## src/rtl/if_fetch_unit_pkg.sv

```systemverilog
// Shared IF-stage types and constants: bus widths, zero instruction/address,
// reset and stall encodings, fetch FSM states and the pc+inst entry type.
package if_fetch_unit_pkg;

    localparam int INST_ADDR_W = 32;
    localparam int INST_W      = 32;

    localparam logic [INST_W-1:0]      ZERO_INST      = '0;
    localparam logic [INST_ADDR_W-1:0] ZERO_INST_ADDR = '0;
    localparam logic                   RST_ENABLE     = 1'b1;
    localparam logic                   STALL_NO       = 1'b0;

    typedef enum logic [1:0] {
        IF_IDLE  = 2'd0,
        IF_FETCH = 2'd1,
        IF_KILL  = 2'd2
    } ifState_t;

    typedef struct packed {
        logic [INST_ADDR_W-1:0] pc;
        logic [INST_W-1:0]      inst;
    } fetchEntry_t;

endpackage

```

## src/rtl/if_fetch_unit_if.sv

```systemverilog
// Instruction-memory request/acknowledge port; the fetch unit is the master.
interface if_fetch_unit_if;
    import if_fetch_unit_pkg::*;

    logic                   imem_req;
    logic [INST_ADDR_W-1:0] imem_addr;
    logic                   imem_ack;
    logic [INST_W-1:0]      imem_rdata;

    modport master (output imem_req, output imem_addr, input imem_ack, input imem_rdata);
    modport slave  (input imem_req, input imem_addr, output imem_ack, output imem_rdata);

endinterface

```

## src/rtl/if_fetch_unit_skid_slot.sv

```systemverilog
// One-entry holding slot for a fetched instruction that the stalled output
// register cannot take yet. Flush wins over load, load wins over take.
module if_skid_slot
    import if_fetch_unit_pkg::*;
(
    input  logic        clk,
    input  logic        rst,
    input  logic        i_load,
    input  logic        i_take,
    input  logic        i_flush,
    input  fetchEntry_t i_entry,
    output logic        o_full,
    output fetchEntry_t o_entry
);

    logic        r_full;
    fetchEntry_t r_entry;

    always_ff @(posedge clk) begin
        if (rst == RST_ENABLE || i_flush) begin
            r_full <= 1'b0;
        end else if (i_load) begin
            r_full <= 1'b1;
        end else if (i_take) begin
            r_full <= 1'b0;
        end
    end

    always_ff @(posedge clk) begin
        if (i_load) begin
            r_entry <= i_entry;
        end
    end

    assign o_full  = r_full;
    assign o_entry = r_entry;

endmodule

```

## src/rtl/if_fetch_unit.sv

```systemverilog
// IF stage: PC generation, single-outstanding req/ack fetch FSM, output
// register for IF/ID with a skid slot behind it, and branch redirect.
module if_fetch_unit
    import if_fetch_unit_pkg::*;
#(
    parameter logic [INST_ADDR_W-1:0] RESET_PC = 32'h0000_0000,
    parameter logic [INST_ADDR_W-1:0] PC_STEP  = 32'd4
)(
    input  logic                   clk,
    input  logic                   rst,
    input  logic                   i_stall,
    input  logic                   i_branch_flag,
    input  logic [INST_ADDR_W-1:0] i_branch_target,
    if_fetch_unit_if.master        imem,
    output logic [INST_ADDR_W-1:0] o_if_pc,
    output logic [INST_W-1:0]      o_if_inst,
    output logic                   o_if_valid
);

    ifState_t               r_state;
    ifState_t               w_nextState;
    logic [INST_ADDR_W-1:0] r_fetchPc;
    logic [INST_ADDR_W-1:0] r_killAddr;
    logic [INST_ADDR_W-1:0] r_outPc;
    logic [INST_W-1:0]      r_outInst;
    logic                   r_outValid;

    logic        w_consume;
    logic        w_redirect;
    logic        w_ack;
    logic        w_accept;
    logic        w_skidFull;
    logic        w_skidLoad;
    logic        w_skidTake;
    logic        w_skidFullNext;
    fetchEntry_t w_skidEntry;
    fetchEntry_t w_ackEntry;

    // Data is only taken in FETCH; a redirect in the same cycle discards it.
    assign w_consume      = (i_stall == STALL_NO);
    assign w_redirect     = i_branch_flag && w_consume;
    assign w_ack          = imem.imem_ack && (r_state == IF_FETCH);
    assign w_accept       = w_ack && !w_redirect;
    assign w_skidTake     = w_consume && w_skidFull;
    assign w_skidLoad     = w_accept && (!w_consume || w_skidFull);
    assign w_skidFullNext = !w_redirect && (w_skidLoad || (w_skidFull && !w_skidTake));
    assign w_ackEntry     = '{pc: r_fetchPc, inst: imem.imem_rdata};

    if_skid_slot u_skid (
        .clk     (clk),
        .rst     (rst),
        .i_load  (w_skidLoad),
        .i_take  (w_skidTake),
        .i_flush (w_redirect),
        .i_entry (w_ackEntry),
        .o_full  (w_skidFull),
        .o_entry (w_skidEntry)
    );

    assign imem.imem_req  = (r_state != IF_IDLE);
    assign imem.imem_addr = (r_state == IF_KILL) ? r_killAddr : r_fetchPc;

    always_ff @(posedge clk) begin
        if (rst == RST_ENABLE) begin
            r_state <= IF_IDLE;
        end else begin
            r_state <= w_nextState;
        end
    end

    // Fetching pauses while the skid holds an instruction, so the unit never
    // has more than two undelivered instructions.
    always_comb begin
        w_nextState = r_state;
        case (r_state)
            IF_IDLE: begin
                if (!w_skidFullNext) begin
                    w_nextState = IF_FETCH;
                end
            end
            IF_FETCH: begin
                if (imem.imem_ack) begin
                    w_nextState = w_skidFullNext ? IF_IDLE : IF_FETCH;
                end else if (w_redirect) begin
                    w_nextState = IF_KILL;
                end
            end
            IF_KILL: begin
                if (imem.imem_ack) begin
                    w_nextState = IF_FETCH;
                end
            end
            default: w_nextState = IF_IDLE;
        endcase
    end

    // The old address is kept on the bus until the abandoned request is ack'd.
    always_ff @(posedge clk) begin
        if (rst == RST_ENABLE) begin
            r_fetchPc  <= RESET_PC;
            r_killAddr <= RESET_PC;
        end else begin
            if (r_state == IF_FETCH && !imem.imem_ack && w_redirect) begin
                r_killAddr <= r_fetchPc;
            end
            if (w_redirect) begin
                r_fetchPc <= i_branch_target;
            end else if (w_accept) begin
                r_fetchPc <= r_fetchPc + PC_STEP;
            end
        end
    end

    always_ff @(posedge clk) begin
        if (rst == RST_ENABLE) begin
            r_outPc    <= ZERO_INST_ADDR;
            r_outInst  <= ZERO_INST;
            r_outValid <= 1'b0;
        end else if (w_consume) begin
            if (w_redirect) begin
                r_outInst  <= ZERO_INST;
                r_outValid <= 1'b0;
            end else if (w_skidFull) begin
                r_outPc    <= w_skidEntry.pc;
                r_outInst  <= w_skidEntry.inst;
                r_outValid <= 1'b1;
            end else if (w_accept) begin
                r_outPc    <= w_ackEntry.pc;
                r_outInst  <= w_ackEntry.inst;
                r_outValid <= 1'b1;
            end else begin
                r_outInst  <= ZERO_INST;
                r_outValid <= 1'b0;
            end
        end
    end

    assign o_if_pc    = r_outPc;
    assign o_if_inst  = r_outInst;
    assign o_if_valid = r_outValid;

endmodule

```

## src/flat_wrapper.sv

```systemverilog
// flat-port wrapper written by rule: the top's interface ports become plain ports
module if_fetch_unit_flat import if_fetch_unit_pkg::*;
#(
    parameter logic [INST_ADDR_W-1:0] RESET_PC = 32'h0000_0000,
    parameter logic [INST_ADDR_W-1:0] PC_STEP  = 32'd4
)
  (clk, rst, i_stall, i_branch_flag, i_branch_target, o_if_pc, o_if_inst, o_if_valid, imem_imem_req, imem_imem_addr, imem_imem_ack, imem_imem_rdata);
  if_fetch_unit_if imem_i ();
  input  logic clk;
  input  logic rst;
  input  logic i_stall;
  input  logic i_branch_flag;
  input  logic [INST_ADDR_W-1:0] i_branch_target;
  output logic [INST_ADDR_W-1:0] o_if_pc;
  output logic [INST_W-1:0] o_if_inst;
  output logic o_if_valid;
  output wire logic [$bits(imem_i.imem_req)-1:0] imem_imem_req;
  output wire logic [$bits(imem_i.imem_addr)-1:0] imem_imem_addr;
  input wire logic [$bits(imem_i.imem_ack)-1:0] imem_imem_ack;
  input wire logic [$bits(imem_i.imem_rdata)-1:0] imem_imem_rdata;
  assign imem_imem_req = imem_i.imem_req;
  assign imem_imem_addr = imem_i.imem_addr;
  assign imem_i.imem_ack = imem_imem_ack;
  assign imem_i.imem_rdata = imem_imem_rdata;
  if_fetch_unit #(.RESET_PC(RESET_PC), .PC_STEP(PC_STEP)) u_core (.clk(clk), .rst(rst), .i_stall(i_stall), .i_branch_flag(i_branch_flag), .i_branch_target(i_branch_target), .imem(imem_i), .o_if_pc(o_if_pc), .o_if_inst(o_if_inst), .o_if_valid(o_if_valid));
endmodule
```

## config.mk

```make
export PLATFORM = sky130hd
export DESIGN_NAME = if_fetch_unit_flat
export DESIGN_NICKNAME = d
export VERILOG_FILES = /design/src/rtl/if_fetch_unit_pkg.sv /design/src/rtl/if_fetch_unit_if.sv /design/src/rtl/if_fetch_unit_skid_slot.sv /design/src/rtl/if_fetch_unit.sv /design/src/flat_wrapper.sv
export SDC_FILE = /design/constraint.sdc
export NUM_CORES = 1
export LEC_CHECK = 0
export ABC_CLOCK_PERIOD_IN_PS = 6400
export CAP_MARGIN = 10
export CORE_MARGIN = 1
export CORE_UTILIZATION = 53
export CTS_BUF_LIST = sky130_fd_sc_hd__clkbuf_4
export DETAILED_ROUTE_END_ITERATION = 16
export PLACE_DENSITY = 0.82
export SYNTH_ARGS = -nofsm -noshare
export SYNTH_HDL_FRONTEND = slang
export SYNTH_SLANG_ARGS = --single-unit
```

## constraint.sdc

```tcl
create_clock -name clk -period 6.4 [get_ports clk]
set_clock_uncertainty 0.2 [all_clocks]
set_input_delay 1.28 -clock clk [delete_from_list [all_inputs] [get_ports clk]]
set_output_delay 1.28 -clock clk [all_outputs]
set_load 0.03 [all_outputs]
```

==> flow_summary.html <==
<table>
<tr><th>Metric</th><th>Value</th></tr>
<tr><th colspan="2">Status</th></tr>
<tr><td>Status</td><td>finished clean</td></tr>
<tr><th colspan="2">Setup path</th></tr>
<tr><td>Crit path capture type</td><td>output port</td></tr>
<tr><td>Data required time of the worst path</td><td>4.92 ns</td></tr>
<tr><td>Reg2reg setup slack</td><td>2.95 ns</td></tr>
<tr><td>Logic depth of the worst register-to-register path</td><td>5</td></tr>
<tr><td>CP arrival</td><td>2.97 ns</td></tr>
<tr><td>Crit Reg-Reg Endpoint</td><td>u_core.u_skid.o_entry[60]</td></tr>
<tr><td>Crit Path Max Fanout</td><td>37</td></tr>
<tr><td>Critical register-to-register path startpoint</td><td>u_core.u_skid.o_full</td></tr>
<tr><td>Category of the most critical setup path</td><td>flip-flop to output port</td></tr>
<tr><td>Critical Path Source Type</td><td>flip-flop</td></tr>
<tr><th colspan="2">Synth</th></tr>
<tr><td>Fraction of the mapped netlist area in adder cells</td><td>0.00151</td></tr>
<tr><td>Post-synth design cell area</td><td>8270 um^2</td></tr>
<tr><td>Largest family of logic cells by synthesized area</td><td>simple AND/OR/NAND/NOR gates</td></tr>
<tr><td>Count of flip-flops with a built-in enable after synthesis</td><td>64</td></tr>
<tr><td>Basic-gate share of the synthesized area counting and, or, nand and nor cells</td><td>0.167</td></tr>
<tr><td>Fraction of synthesis flops using an asynchronous set or reset pin</td><td>0</td></tr>
<tr><td>Warnings, synthesis</td><td>0</td></tr>
<tr><td>Most used flip-flop cell after synthesis</td><td>sky130_fd_sc_hd__dfxtp_1</td></tr>
<tr><td>Synthesized area divided by synthesized cell count</td><td>9.74 um^2</td></tr>
<tr><td>Mapped Cells</td><td>849</td></tr>
<tr><td>Xor-xnor portion of the synthesized cell area</td><td>0.0307</td></tr>
<tr><td>Syn nets</td><td>919</td></tr>
<tr><td>Multiplexer area fraction after synthesis</td><td>0.0769</td></tr>
<tr><td>Post-synth cell types</td><td>42</td></tr>
<tr><td>Area fraction in compound gates after synthesis</td><td>0.137</td></tr>
<tr><td>Number of storage elements in the synthesis netlist</td><td>196</td></tr>
<tr><td>Proportion of synthesized chip area in sequential cells</td><td>0.552</td></tr>
<tr><th colspan="2">Floorplan</th></tr>
<tr><td>Width of the die</td><td>127 um</td></tr>
<tr><td>Number of top-level pins</td><td>167</td></tr>
<tr><td>Site Rows</td><td>45</td></tr>
<tr><td>Die area</td><td>16100 um^2</td></tr>
<tr><td>Core region area</td><td>15200 um^2</td></tr>
<tr><td>Die Height</td><td>127 um</td></tr>
<tr><td>Starting density of the core</td><td>0.544</td></tr>
<tr><th colspan="2">STA</th></tr>
<tr><td>Max-slew violations</td><td>0</td></tr>
<tr><td>Max-slew headroom at the worst pin</td><td>0.215</td></tr>
<tr><td>Tightest Pin Transition</td><td>1.18 ns</td></tr>
<tr><td>Achievable frequency</td><td>225 MHz</td></tr>
<tr><td>Worst path setup slack after routing</td><td>1.95 ns</td></tr>
<tr><td>Unrepaired setup endpoints after global routing</td><td>false</td></tr>
<tr><td>Final hold slack</td><td>0.263 ns</td></tr>
<tr><td>Final-layout setup total negative slack</td><td>0 ns</td></tr>
<tr><td>Final setup viols</td><td>0</td></tr>
<tr><td>Final cycle utilization of the critical path</td><td>0.695</td></tr>
<tr><td>Endpoints failing hold</td><td>0</td></tr>
<tr><td>Final period demand of the worst path</td><td>4.45 ns</td></tr>
<tr><th colspan="2">Clock network</th></tr>
<tr><td>Clock buffer count from CTS</td><td>17</td></tr>
<tr><td>CTS HTree Levels</td><td>4</td></tr>
<tr><td>Quantity of hold-fixing buffers added after cts</td><td>0</td></tr>
<tr><td>Number of cells upsized or downsized after cts</td><td>0</td></tr>
<tr><td>Worst-case clock buffer depth</td><td>2</td></tr>
<tr><td>Insertion delay to the later sink of the worst-skew pair</td><td>0.58 ns</td></tr>
<tr><td>Clock slew at the register clock pins of the worst setup and hold paths</td><td>0.14 ns</td></tr>
<tr><td>Clock tree from TritonCTS</td><td>built</td></tr>
<tr><td>Number of clock sinks seen by CTS</td><td>196</td></tr>
<tr><td>Clock tree root buffer cell</td><td>sky130_fd_sc_hd__clkbuf_4</td></tr>
<tr><td>Post-CTS setup repair buffer count</td><td>0</td></tr>
<tr><th colspan="2">Worst hold path</th></tr>
<tr><td>Cell depth of the worst hold path</td><td>2</td></tr>
<tr><td>Worst hold endpoint</td><td>u_core.r_killAddr[8]</td></tr>
<tr><td>Beginning of the worst hold path</td><td>u_core.r_killAddr[8]</td></tr>
<tr><td>Hold crit path type</td><td>flip-flop to flip-flop</td></tr>
<tr><th colspan="2">Detailed routing</th></tr>
<tr><td>Router iterations before antenna repair</td><td>5</td></tr>
<tr><td>Vias</td><td>6554</td></tr>
<tr><td>Total routed wirelength</td><td>19300 um</td></tr>
<tr><td>Average wire length per cell after detail routing</td><td>16.4 um</td></tr>
<tr><td>Post-route DRC violation count</td><td>0</td></tr>
<tr><td>Via/cell ratio</td><td>5.58</td></tr>
<tr><td>Antenna Violating Nets Remaining</td><td>0</td></tr>
<tr><td>Violation count after the first detailed-route iteration</td><td>552</td></tr>
<tr><th colspan="2">Layout</th></tr>
<tr><td>Combined area of the multi-input logic cells</td><td>3450 um^2</td></tr>
<tr><td>Top library cells by usage in the layout, fill and taps aside</td><td>165 x sky130_fd_sc_hd__clkdlybuf4s50_1, 151 x sky130_fd_sc_hd__nand2_1, 131 x sky130_fd_sc_hd__dfxtp_1</td></tr>
<tr><td>Leading cell type in the layout, fill and taps excluded</td><td>sky130_fd_sc_hd__clkdlybuf4s50_1</td></tr>
<tr><td>Layout cells sized above 1</td><td>0.0832</td></tr>
<tr><td>Filler Cell Count</td><td>1227</td></tr>
<tr><td>P&amp;R area growth vs syn</td><td>24.0%</td></tr>
<tr><td>Seq. cell area</td><td>4570 um^2</td></tr>
<tr><td>Number of nets at the end of the flow</td><td>1043</td></tr>
<tr><th colspan="2">Pwr</th></tr>
<tr><td>Power per cell area</td><td>225 nW/um^2</td></tr>
<tr><td>Portion of total power attributed to the clock network</td><td>0.271</td></tr>
<tr><td>Largest vdd supply drop</td><td>0.128 mV</td></tr>
<tr><td>Cell leakage power</td><td>3.33 nW</td></tr>
<tr><td>Internal power summed over all cells</td><td>1.69 mW</td></tr>
<tr><td>Reported net switching power</td><td>0.608 mW</td></tr>
<tr><td>Combinational share of power</td><td>0.131</td></tr>
<tr><td>Net switching share of the total power</td><td>0.264</td></tr>
<tr><td>Register share of total power</td><td>0.597</td></tr>
<tr><th colspan="2">Placement</th></tr>
<tr><td>Global placement routability congestion</td><td>0.775</td></tr>
<tr><td>Port Buffer Count</td><td>166</td></tr>
<tr><td>Worst slack after detailed placement</td><td>2.02 ns</td></tr>
<tr><td>Placed wire-length estimate after detailed placement</td><td>12600 um</td></tr>
<tr><th colspan="2">Global routing</th></tr>
<tr><td>Overflow after GRT</td><td>0</td></tr>
<tr><td>Global router's overall resource usage</td><td>0.244</td></tr>
<tr><td>Antenna violations before repair</td><td>1</td></tr>
<tr><td>Vias in the first global route</td><td>5846</td></tr>
<tr><td>Pin count of the biggest net entering global routing</td><td>99</td></tr>
<tr><td>Wire length of the first global-routing pass</td><td>30600 um</td></tr>
<tr><th colspan="2">Flow run</th></tr>
<tr><td>Max Cap Viol</td><td>0</td></tr>
</table>
[registers in the layout, summed over array words and instances (netlist names)]
name / count
u_core.r_fetchPc: 32
u_core.r_killAddr: 32
u_core.u_skid.o_full: 1
u_core.o_if_valid: 1
u_core.o_if_inst: 32
u_core.o_if_pc: 32
u_core.r_state: 2
u_core.u_skid.o_entry: 64
[metrics by stage]
step | instances | utilization | area [um^2] | power, mW
3_5_place_dp | 1142 | 0.657 | 9990 | 1.70
2_1_floorplan | 849 | - | 8270 | 1.57
5_1_grt | 1175 | 0.674 | 10300 | 2.39
3_3_place_gp | 1142 | 0.657 | 9990 | 1.70
6_report | 1175 | 0.674 | 10300 | 2.30
4_1_cts | 1174 | 0.674 | 10200 | 2.32
[power by group through the flow]
stage          clock (mW)  sequential [mW]  combinational, mW
6_report            0.625             1.38              0.303
5_1_grt             0.686             1.38              0.325
4_1_cts             0.640             1.37              0.304
3_5_place_dp            0             1.40              0.302
3_3_place_gp            0             1.40              0.299
2_1_floorplan           0             1.41              0.161
[worst max-delay path, stage by stage (launching register included)]
cell and delay (ns):
sky130_fd_sc_hd__dfxtp_1 0.46, sky130_fd_sc_hd__nor2b_4 0.86, sky130_fd_sc_hd__mux2_2 0.42, sky130_fd_sc_hd__clkdlybuf4s50_1 0.62
[metal layers]
layer  global-route usage  wire (um)
met1                0.333       8790
met2                0.379       9030
met3               0.0447        906
met4                0.107        568
met5                    0          0
[Yosys cell counts (8+ instances only)]
cell type                  count  area [um^2]
sky130_fd_sc_hd__dfxtp_1     132         2640
sky130_fd_sc_hd__o21ai_0      39          195
sky130_fd_sc_hd__mux2_2       28          315
sky130_fd_sc_hd__a211oi_1     54          405
sky130_fd_sc_hd__nand2_1     151          567
sky130_fd_sc_hd__a22oi_1      32          240
sky130_fd_sc_hd__clkbuf_1     52          195
sky130_fd_sc_hd__and3_1        8         50.1
sky130_fd_sc_hd__mux2i_1      32          320
sky130_fd_sc_hd__edfxtp_1     64         1920
sky130_fd_sc_hd__buf_2        12         60.1
sky130_fd_sc_hd__nor3_1        8         40.0
sky130_fd_sc_hd__xnor2_1      10         87.6
sky130_fd_sc_hd__nand3_1      11         55.1
sky130_fd_sc_hd__nor2_1       98          368
sky130_fd_sc_hd__nand4_1      11         68.8
sky130_fd_sc_hd__xor2_1       19          166
sky130_fd_sc_hd__a21oi_1      42          210
[cell families (layout without fill, tap and decap cells)]
family                   Yosys count  after routing
flip-flops                       196            196
XOR/XNOR                          29             29
adder cells (fa/ha/maj)            1              1
other                              0              1
buffers and inverters             74            211
AND/OR/NAND/NOR                  311            311
multiplexers                      60             60
AO/OA/AOI/OAI                    178            178
[layout make-up]
class,instances,area share
tap,188,0.0229
antenna,1,0.000244
sequential,196,0.446
inverter,5,0.00183
multi-input combinational,579,0.336
clock inverter,13,0.0113
timing repair buffer,174,0.168
clock buffer,19,0.0139
[how the worst max path moves through the flow]
stage                           start                  endpoint  slack [ns]  cells after the start
detailed placement            i_stall     u_core.r_killAddr[21]        2.02                      7
global route        u_core.r_state[1]        imem_imem_addr[25]        1.77                      4
floorplan                     i_stall  u_core.u_skid.o_entry[0]        1.13                      4
global placement              i_stall     u_core.r_killAddr[16]        2.11                      7
finish              u_core.r_state[1]        imem_imem_addr[30]        1.95                      3
CTS                 u_core.r_state[1]        imem_imem_addr[30]        1.92                      3
Note: power is estimated with default switching activity, not from simulation.
